[src/rtl/wb_queue_pkg.sv]
// Shared widths, the write-back entry type and a register one-hot helper.
// Latency: n/a (types and constants only).
// Backpressure: n/a.
package wb_queue_pkg;

    localparam int REG_ADDR_W = 5;
    localparam int DATA_W     = 32;
    localparam int NUM_REGS   = 32;

    // Register 31 is not writable; requests aimed at it are swallowed.
    localparam logic [REG_ADDR_W-1:0] DISCARD_REG = 5'd31;

    typedef struct packed {
        logic [REG_ADDR_W-1:0] rd;
        logic [DATA_W-1:0]     data;
    } wb_entry_t;

    localparam int ENTRY_W = $bits(wb_entry_t);

    function automatic logic [NUM_REGS-1:0] reg_onehot(input logic [REG_ADDR_W-1:0] rd);
        reg_onehot     = '0;
        reg_onehot[rd] = 1'b1;
    endfunction

endpackage

[src/rtl/sync_fifo_n.sv]
// Generic FIFO with two ordered write ports (a ahead of b) and one read port.
// Latency: a push is visible at head_o the cycle after the write edge.
// Backpressure: none internally; the caller must never push past DEPTH or pop when empty.
module sync_fifo_n #(
    parameter  int DEPTH = 4,
    parameter  int WIDTH = 8,
    localparam int PW    = $clog2(DEPTH),
    localparam int CW    = PW + 1
) (
    input  logic                         clk_i,
    input  logic                         rst_ni,
    input  logic                         push_a_i,
    input  logic [WIDTH-1:0]             dat_a_i,
    input  logic                         push_b_i,
    input  logic [WIDTH-1:0]             dat_b_i,
    input  logic                         pop_i,
    output logic [WIDTH-1:0]             head_o,
    output logic [DEPTH-1:0][WIDTH-1:0]  mem_o,
    output logic [DEPTH-1:0]             vld_o,
    output logic [CW-1:0]                count_o
);

    logic [DEPTH-1:0][WIDTH-1:0] mem_q;
    logic [PW-1:0]               wptr_q, wptr_d, wptr_b, rptr_q, rptr_d;
    logic [CW-1:0]               count_q, count_d;

    // Next pointers and count; port b lands right behind port a when both push.
    always_comb begin
        wptr_b  = wptr_q + PW'(push_a_i);
        wptr_d  = wptr_b + PW'(push_b_i);
        rptr_d  = rptr_q + PW'(pop_i);
        count_d = count_q + CW'(push_a_i) + CW'(push_b_i) - CW'(pop_i);
    end

    // Entry storage carries no reset; validity comes from the pointers alone.
    always_ff @(posedge clk_i) begin
        if (push_a_i) mem_q[wptr_q] <= dat_a_i;
        if (push_b_i) mem_q[wptr_b] <= dat_b_i;
    end

    // Pointer and occupancy state; pointers wrap naturally as DEPTH is a power of two.
    always_ff @(posedge clk_i or negedge rst_ni) begin
        if (!rst_ni) begin
            wptr_q  <= '0;
            rptr_q  <= '0;
            count_q <= '0;
        end else begin
            wptr_q  <= wptr_d;
            rptr_q  <= rptr_d;
            count_q <= count_d;
        end
    end

    // A slot is live when its distance from the read pointer is below the count.
    always_comb begin
        vld_o = '0;
        for (int i = 0; i < DEPTH; i++) begin
            vld_o[i] = {1'b0, PW'(i) - rptr_q} < count_q;
        end
    end

    assign head_o  = mem_q[rptr_q];
    assign mem_o   = mem_q;
    assign count_o = count_q;

endmodule

[src/rtl/wb_queue.sv]
// Write-back queue merging load and ALU results into one register-file write port.
// Latency: accept in cycle N -> reg_wr in N+1 (same cycle with WBQ_BYPASS_EN when empty).
// Backpressure: ready from registered count only; load wins the last free slot.
module wb_queue
    import wb_queue_pkg::*;
#(
    parameter int DEPTH = 4
) (
    input  logic                  clk,
    input  logic                  reset,
    input  logic                  ld_valid,
    input  logic [REG_ADDR_W-1:0] ld_rd,
    input  logic [DATA_W-1:0]     ld_data,
    output logic                  ld_ready,
    input  logic                  alu_valid,
    input  logic [REG_ADDR_W-1:0] alu_rd,
    input  logic [DATA_W-1:0]     alu_data,
    output logic                  alu_ready,
    input  logic                  wb_hold,
    output logic [REG_ADDR_W-1:0] rw,
    output logic [DATA_W-1:0]     busW,
    output logic                  reg_wr,
    output logic [NUM_REGS-1:0]   pending,
    output logic                  full,
    output logic                  empty
);

    localparam int CW = $clog2(DEPTH) + 1;

    wb_entry_t [DEPTH-1:0] fifo_mem;
    wb_entry_t             fifo_head;
    logic [DEPTH-1:0]      fifo_vld;
    logic [CW-1:0]         count;

    wb_entry_t             ld_ent, alu_ent, out_q, out_d;
    logic                  ld_keep, alu_keep, push_a, push_b, pop;
    logic [NUM_REGS-1:0]   pend_raw;

    assign ld_ent  = '{rd: ld_rd,  data: ld_data};
    assign alu_ent = '{rd: alu_rd, data: alu_data};

    assign full      = (count == CW'(DEPTH));
    assign empty     = (count == '0);
    assign ld_ready  = (count < CW'(DEPTH));
    assign alu_ready = (count < CW'(DEPTH - 1)) | ((count < CW'(DEPTH)) & ~ld_valid);

    // Arbitration, r31 filtering and write-port selection.
    always_comb begin
        ld_keep  = ld_valid  & ld_ready  & (ld_rd  != DISCARD_REG);
        alu_keep = alu_valid & alu_ready & (alu_rd != DISCARD_REG);
        push_a   = ld_keep;
        push_b   = alu_keep;
        pop      = ~empty & ~wb_hold;
        reg_wr   = pop;
        out_d    = out_q;
        if (pop) out_d = fifo_head;
`ifdef WBQ_BYPASS_EN
        // Idle queue: the first kept request goes straight to the port instead.
        if (reset & empty & ~wb_hold) begin
            if (ld_keep) begin
                push_a = 1'b0;
                reg_wr = 1'b1;
                out_d  = ld_ent;
            end else if (alu_keep) begin
                push_b = 1'b0;
                reg_wr = 1'b1;
                out_d  = alu_ent;
            end
        end
`endif
    end

    // Hold the last written rd/data so the port is stable between writes.
    always_ff @(posedge clk or negedge reset) begin
        if (!reset) out_q <= '0;
        else        out_q <= out_d;
    end

    assign rw   = out_d.rd;
    assign busW = out_d.data;

    // Scoreboard of registers with an outstanding queued write.
    always_comb begin
        pend_raw = '0;
        for (int i = 0; i < DEPTH; i++) begin
            if (fifo_vld[i]) pend_raw = pend_raw | reg_onehot(fifo_mem[i].rd);
        end
    end

    assign pending = pend_raw & ~reg_onehot(DISCARD_REG);

    sync_fifo_n #(
        .DEPTH (DEPTH),
        .WIDTH (ENTRY_W)
    ) u_fifo (
        .clk_i    (clk),
        .rst_ni   (reset),
        .push_a_i (push_a),
        .dat_a_i  (ld_ent),
        .push_b_i (push_b),
        .dat_b_i  (alu_ent),
        .pop_i    (pop),
        .head_o   (fifo_head),
        .mem_o    (fifo_mem),
        .vld_o    (fifo_vld),
        .count_o  (count)
    );

endmodule

[config.mk]
export PLATFORM = sky130hd
export DESIGN_NAME = wb_queue
export DESIGN_NICKNAME = d
export VERILOG_FILES = /design/src/rtl/wb_queue_pkg.sv /design/src/rtl/sync_fifo_n.sv /design/src/rtl/wb_queue.sv
export SDC_FILE = /design/constraint.sdc
export NUM_CORES = 1
export LEC_CHECK = 0
export ABC_AREA = 1
export CORE_MARGIN = 2
export CORE_UTILIZATION = 30
export CTS_BUF_LIST = sky130_fd_sc_hd__clkbuf_8
export DETAILED_ROUTE_END_ITERATION = 12
export SETUP_SLACK_MARGIN = 0.3
export SYNTH_ARGS = -nofsm -noshare
export SYNTH_HDL_FRONTEND = slang
export SYNTH_SLANG_ARGS = --single-unit
[constraint.sdc]
create_clock -name clk -period 5.63 [get_ports clk]
set_clock_uncertainty 0.15 [all_clocks]
set_input_delay 1.4075 -clock clk [delete_from_list [all_inputs] [get_ports clk]]
set_output_delay 1.4075 -clock clk [all_outputs]
set_load 0.01 [all_outputs]
==> implementation parameters <==
Parameter                              Value

Final layout
  Share of final-layout standard cells stronger than drive strength 1 ... 3.96%
  Commonest non-fill, non-tap cell in the layout ... sky130_fd_sc_hd__nand2_1
  Net count reported at finish ... 2,554
  Most frequent cells in the layout ... 993 x sky130_fd_sc_hd__nand2_1, 559 x sky130_fd_sc_hd__nor2_1, 296 x sky130_fd_sc_hd__nand3_1
  Diode insertion count for antenna repair ... 0
  Final instance count without filler cells ... 3,069
  Final Instance Area ... 15,600 µm²
  Fill cell count ... between 4k and 5k
  Layout overhead on the synthesized area ... 15.3%
  Fin util ... 35.2%

STA
  Worst hold slack across all endpoints ... roughly 0.37 ns
  Final setup violation count ... 0
  Hold violation count in the final report ... 0
  Final critical-path required period ... 5.02 ns
  Max Slew Vio Count ... 0
  Least-Margin Pin Slew ... 1.15 ns
  Post-route clock period utilization ... between 80% and 90%
  Total Negative Setup Slacks ... 0 ns
  Upper clock frequency limit ... 199 MHz
  Worst slew margin relative to its limit ... a little under a quarter
  Smallest setup slack after layout ... 0.607 ns
  Unrepaired setup endpoints after global routing ... no

Synthesis
  Average size of a mapped cell ... 5.61 µm²
  Post-Syn Instances ... 2,418
  Count of unique library cells instantiated by Yosys ... 29
  Proportion of synthesized chip area in sequential cells ... 30.0%
  Number of enable flip-flop cells after synthesis ... 0
  Synth async-reset ratio ... between 20 and 25%
  Net count of the mapped netlist ... 2,508
  Post-synth design cell area ... 13,600 µm²
  Number of warning messages in the yosys log ... 0
  Main flop type after synthesis ... sky130_fd_sc_hd__dfxtp_1
  Post-synthesis sequential element count ... around 190

Critical path
  Endpoint kind of the worst setup timing path ... primary output
  Cell repeated most along the worst path ... sky130_fd_sc_hd__nand2_1
  Startpoint type of the worst setup path ... flop
  Data required, critical path ... roughly 4.1 ns
  Arrival time of the worst setup path ... approximately 3.5 ns
  Biggest cell delay along the critical path ... 0.58 ns
  Critical path start-end classification ... reg2out
  Slowest stage cell on the critical path ... sky130_fd_sc_hd__clkdlybuf4s50_1
  List of cells traversed by the critical path ... nand2_1, inv_1, nor2_1, inv_1, ha_1, nand3_1, nand2_1, nor2_1, nand2_1, nand3_1, clkdlybuf4s50_1
  Critical path fanouts, max ... 8

CTS
  Maximum buffer depth of the clock tree ... 2
  Clock tree from TritonCTS ... done
  Clock latency on the worst-skew pair ... 0.53 ns
  Count of H-tree levels built during CTS ... 4
  # Post-CTS Setup Buffers ... 0
  TritonCTS buffer count ... 17
  Root Buffer ... sky130_fd_sc_hd__clkbuf_8
  CTS sink cnt ... 192
  Clock input transition at the sequential cells of the worst setup and hold paths ... 0.10 ns

Routing
  Detailed-route wire length ... 55.9 mm
  Total vias in the final route ... roughly 16k
  Number of DRC violations after detailed routing ... 0
  Routed WL per cell ... 18.2 µm
  Post-DR vias/cell ... 5.19
  Number of DRC markers in iteration 0 ... roughly 1.8k
  Router iterations before antenna repair ... 8
  Number of nets with antenna violations after routing ... 0

Min path
  Min-delay worst type ... reg2reg

Place
  Total instance count after detailed placement ... a little over 3k
  Number of buffers added on ports ... 151
  Dpl hpwl ... 35.0 mm
  Pre-CTS setup slack ... ~0.90 ns
  Gpl congestion ... 0.922
  Placement Cell Area ... 15,200 µm²

GRT
  Number of antenna violations at the first check in global routing ... 0
  Vias in the first global route ... 14.4k
  Maximum number of pins on one net before global-route repair ... between 80 and 90
  Overall overflow remaining after global route ... 0
  Total routing resource utilization after global routing ... a little under a quarter
  First-pass GRT wire length ... 85.7 mm

Power
  Clk network pwr share ... approximately a tenth
  Peak supply drop ... 0.000250 V
  Leakage power figure ... 7.94 nW
  Final total power ... between 10 and 15 mW
  Sequential share of power ... 26.6%
  Sw Share ... a little over half
  Power per cell area ... around 650 nW/µm²
  Internal Power ... 4.62 mW
  Combinational group share of total power ... 63.6%
  Total net switching power ... 5.60 mW

Floorplanning
  Site Rows ... 77
  Vert. Die Dim ... 217 µm
  Initial Utilization ... a little under a third
  Die width ... approximately 220 µm
  I/O Pins ... between 150 and 200
  Overall die area ... 46,900 µm²
  Floorplan Core Area ... approximately 44,000 µm²

Job
  Max-cap check violation count ... 0

Outcome
  Result of the run ... finished clean
-- logic make-up (layout without fill, tap and decap cells) --
logic type / after synthesis / in the layout / synth area share (%)
AOI/OAI and AO/OA: 47 / 47 / 1.92
xor gates and xnor gates: 3 / 3 / 0.194
adders and majority gates: 11 / 11 / 1.13
buffers and inverters: 217 / 276 / 8.12
DFF: 192 / 192 / 30.0
other: 1 / 1 / 0.0277
and+or+nand+nor: 1947 / 1947 / 58.6
-- cell usage after synthesis (6+ instances only) --
master,count,area share [%]
sky130_fd_sc_hd__buf_1,11,0.30
sky130_fd_sc_hd__buf_2,67,2.5
sky130_fd_sc_hd__buf_6,16,1.3
sky130_fd_sc_hd__buf_8,6,0.66
sky130_fd_sc_hd__clkbuf_1,52,1.4
sky130_fd_sc_hd__dfrtp_1,44,8.1
sky130_fd_sc_hd__dfxtp_1,148,22
sky130_fd_sc_hd__ha_1,9,0.83
sky130_fd_sc_hd__inv_1,55,1.5
sky130_fd_sc_hd__inv_2,6,0.17
sky130_fd_sc_hd__nand2_1,994,28
sky130_fd_sc_hd__nand3_1,296,11
sky130_fd_sc_hd__nand4_1,43,2.0
sky130_fd_sc_hd__nor2_1,562,16
sky130_fd_sc_hd__nor2_2,6,0.28
sky130_fd_sc_hd__nor3_1,34,1.3
sky130_fd_sc_hd__o21ai_0,40,1.5
-- sequential cells by signal, summed over array words and instances, names as in the netlist --
register and cells:
u_fifo.mem_o 148, u_fifo.count_o 3, out_q 37, u_fifo.rptr_q 2
u_fifo.wptr_q 2
-- per-layer routing --
metal | wire [µm] | global-route usage, %
met1 | 24200 | 32.0
met2 | 25200 | 37.6
met3 | 4980 | 3.66
met4 | 1590 | 7.40
met5 | 0 | 0
-- repair_timing --
action | 4_1_cts | 5_1_grt
gates resized for setup | 0 | 1
hold buffers | 0 | 0
endpoints found under the setup margin | 0 | 6
-- critical path, delay by kind of cell (launching register included) --
kind | cells | cell delay, ns
fa+ha+maj | 1 | 0.26
buf+inv | 3 | 0.74
flops | 1 | 0.48
simple gates | 7 | 1.48
-- path summary, 6_finish.rpt --
path / depth (start not counted) / to / start / slack [ns]
min in group asynchronous: 1 / out_q[8] / reset / 0.94
min reg2reg: 2 / out_q[31] / out_q[31] / 0.37
max reg2reg: 10 / u_fifo.mem_o[16] / u_fifo.wptr_q[0] / 2.42
min: 2 / out_q[31] / out_q[31] / 0.37
max: 11 / pending[14] / u_fifo.rptr_q[1] / 0.61
max in group asynchronous: 1 / u_fifo.wptr_q[0] / reset / 3.61
-- power groups by stage --
stage | combinational [mW] | sequential [mW] | clock, mW
floorplan | 4.37 | 2.46 | 0
global placement | 6.26 | 2.70 | 0
detailed placement | 6.41 | 2.73 | 0
CTS | 6.43 | 2.70 | 1.00
global route | 7.21 | 2.81 | 1.06
finish | 6.50 | 2.72 | 0.994
-- layout make-up --
cell class	instances	area [µm²]	area share, %
multi-input cells	2009	8430	53.9
repair buffers	183	1760	11.2
inverters	61	231	1.48
clock buffers	17	234	1.50
well taps	592	741	4.74
clock inverters	15	175	1.12
flip-flops and latches	192	4070	26.0
(Power assumes the default switching activity.)
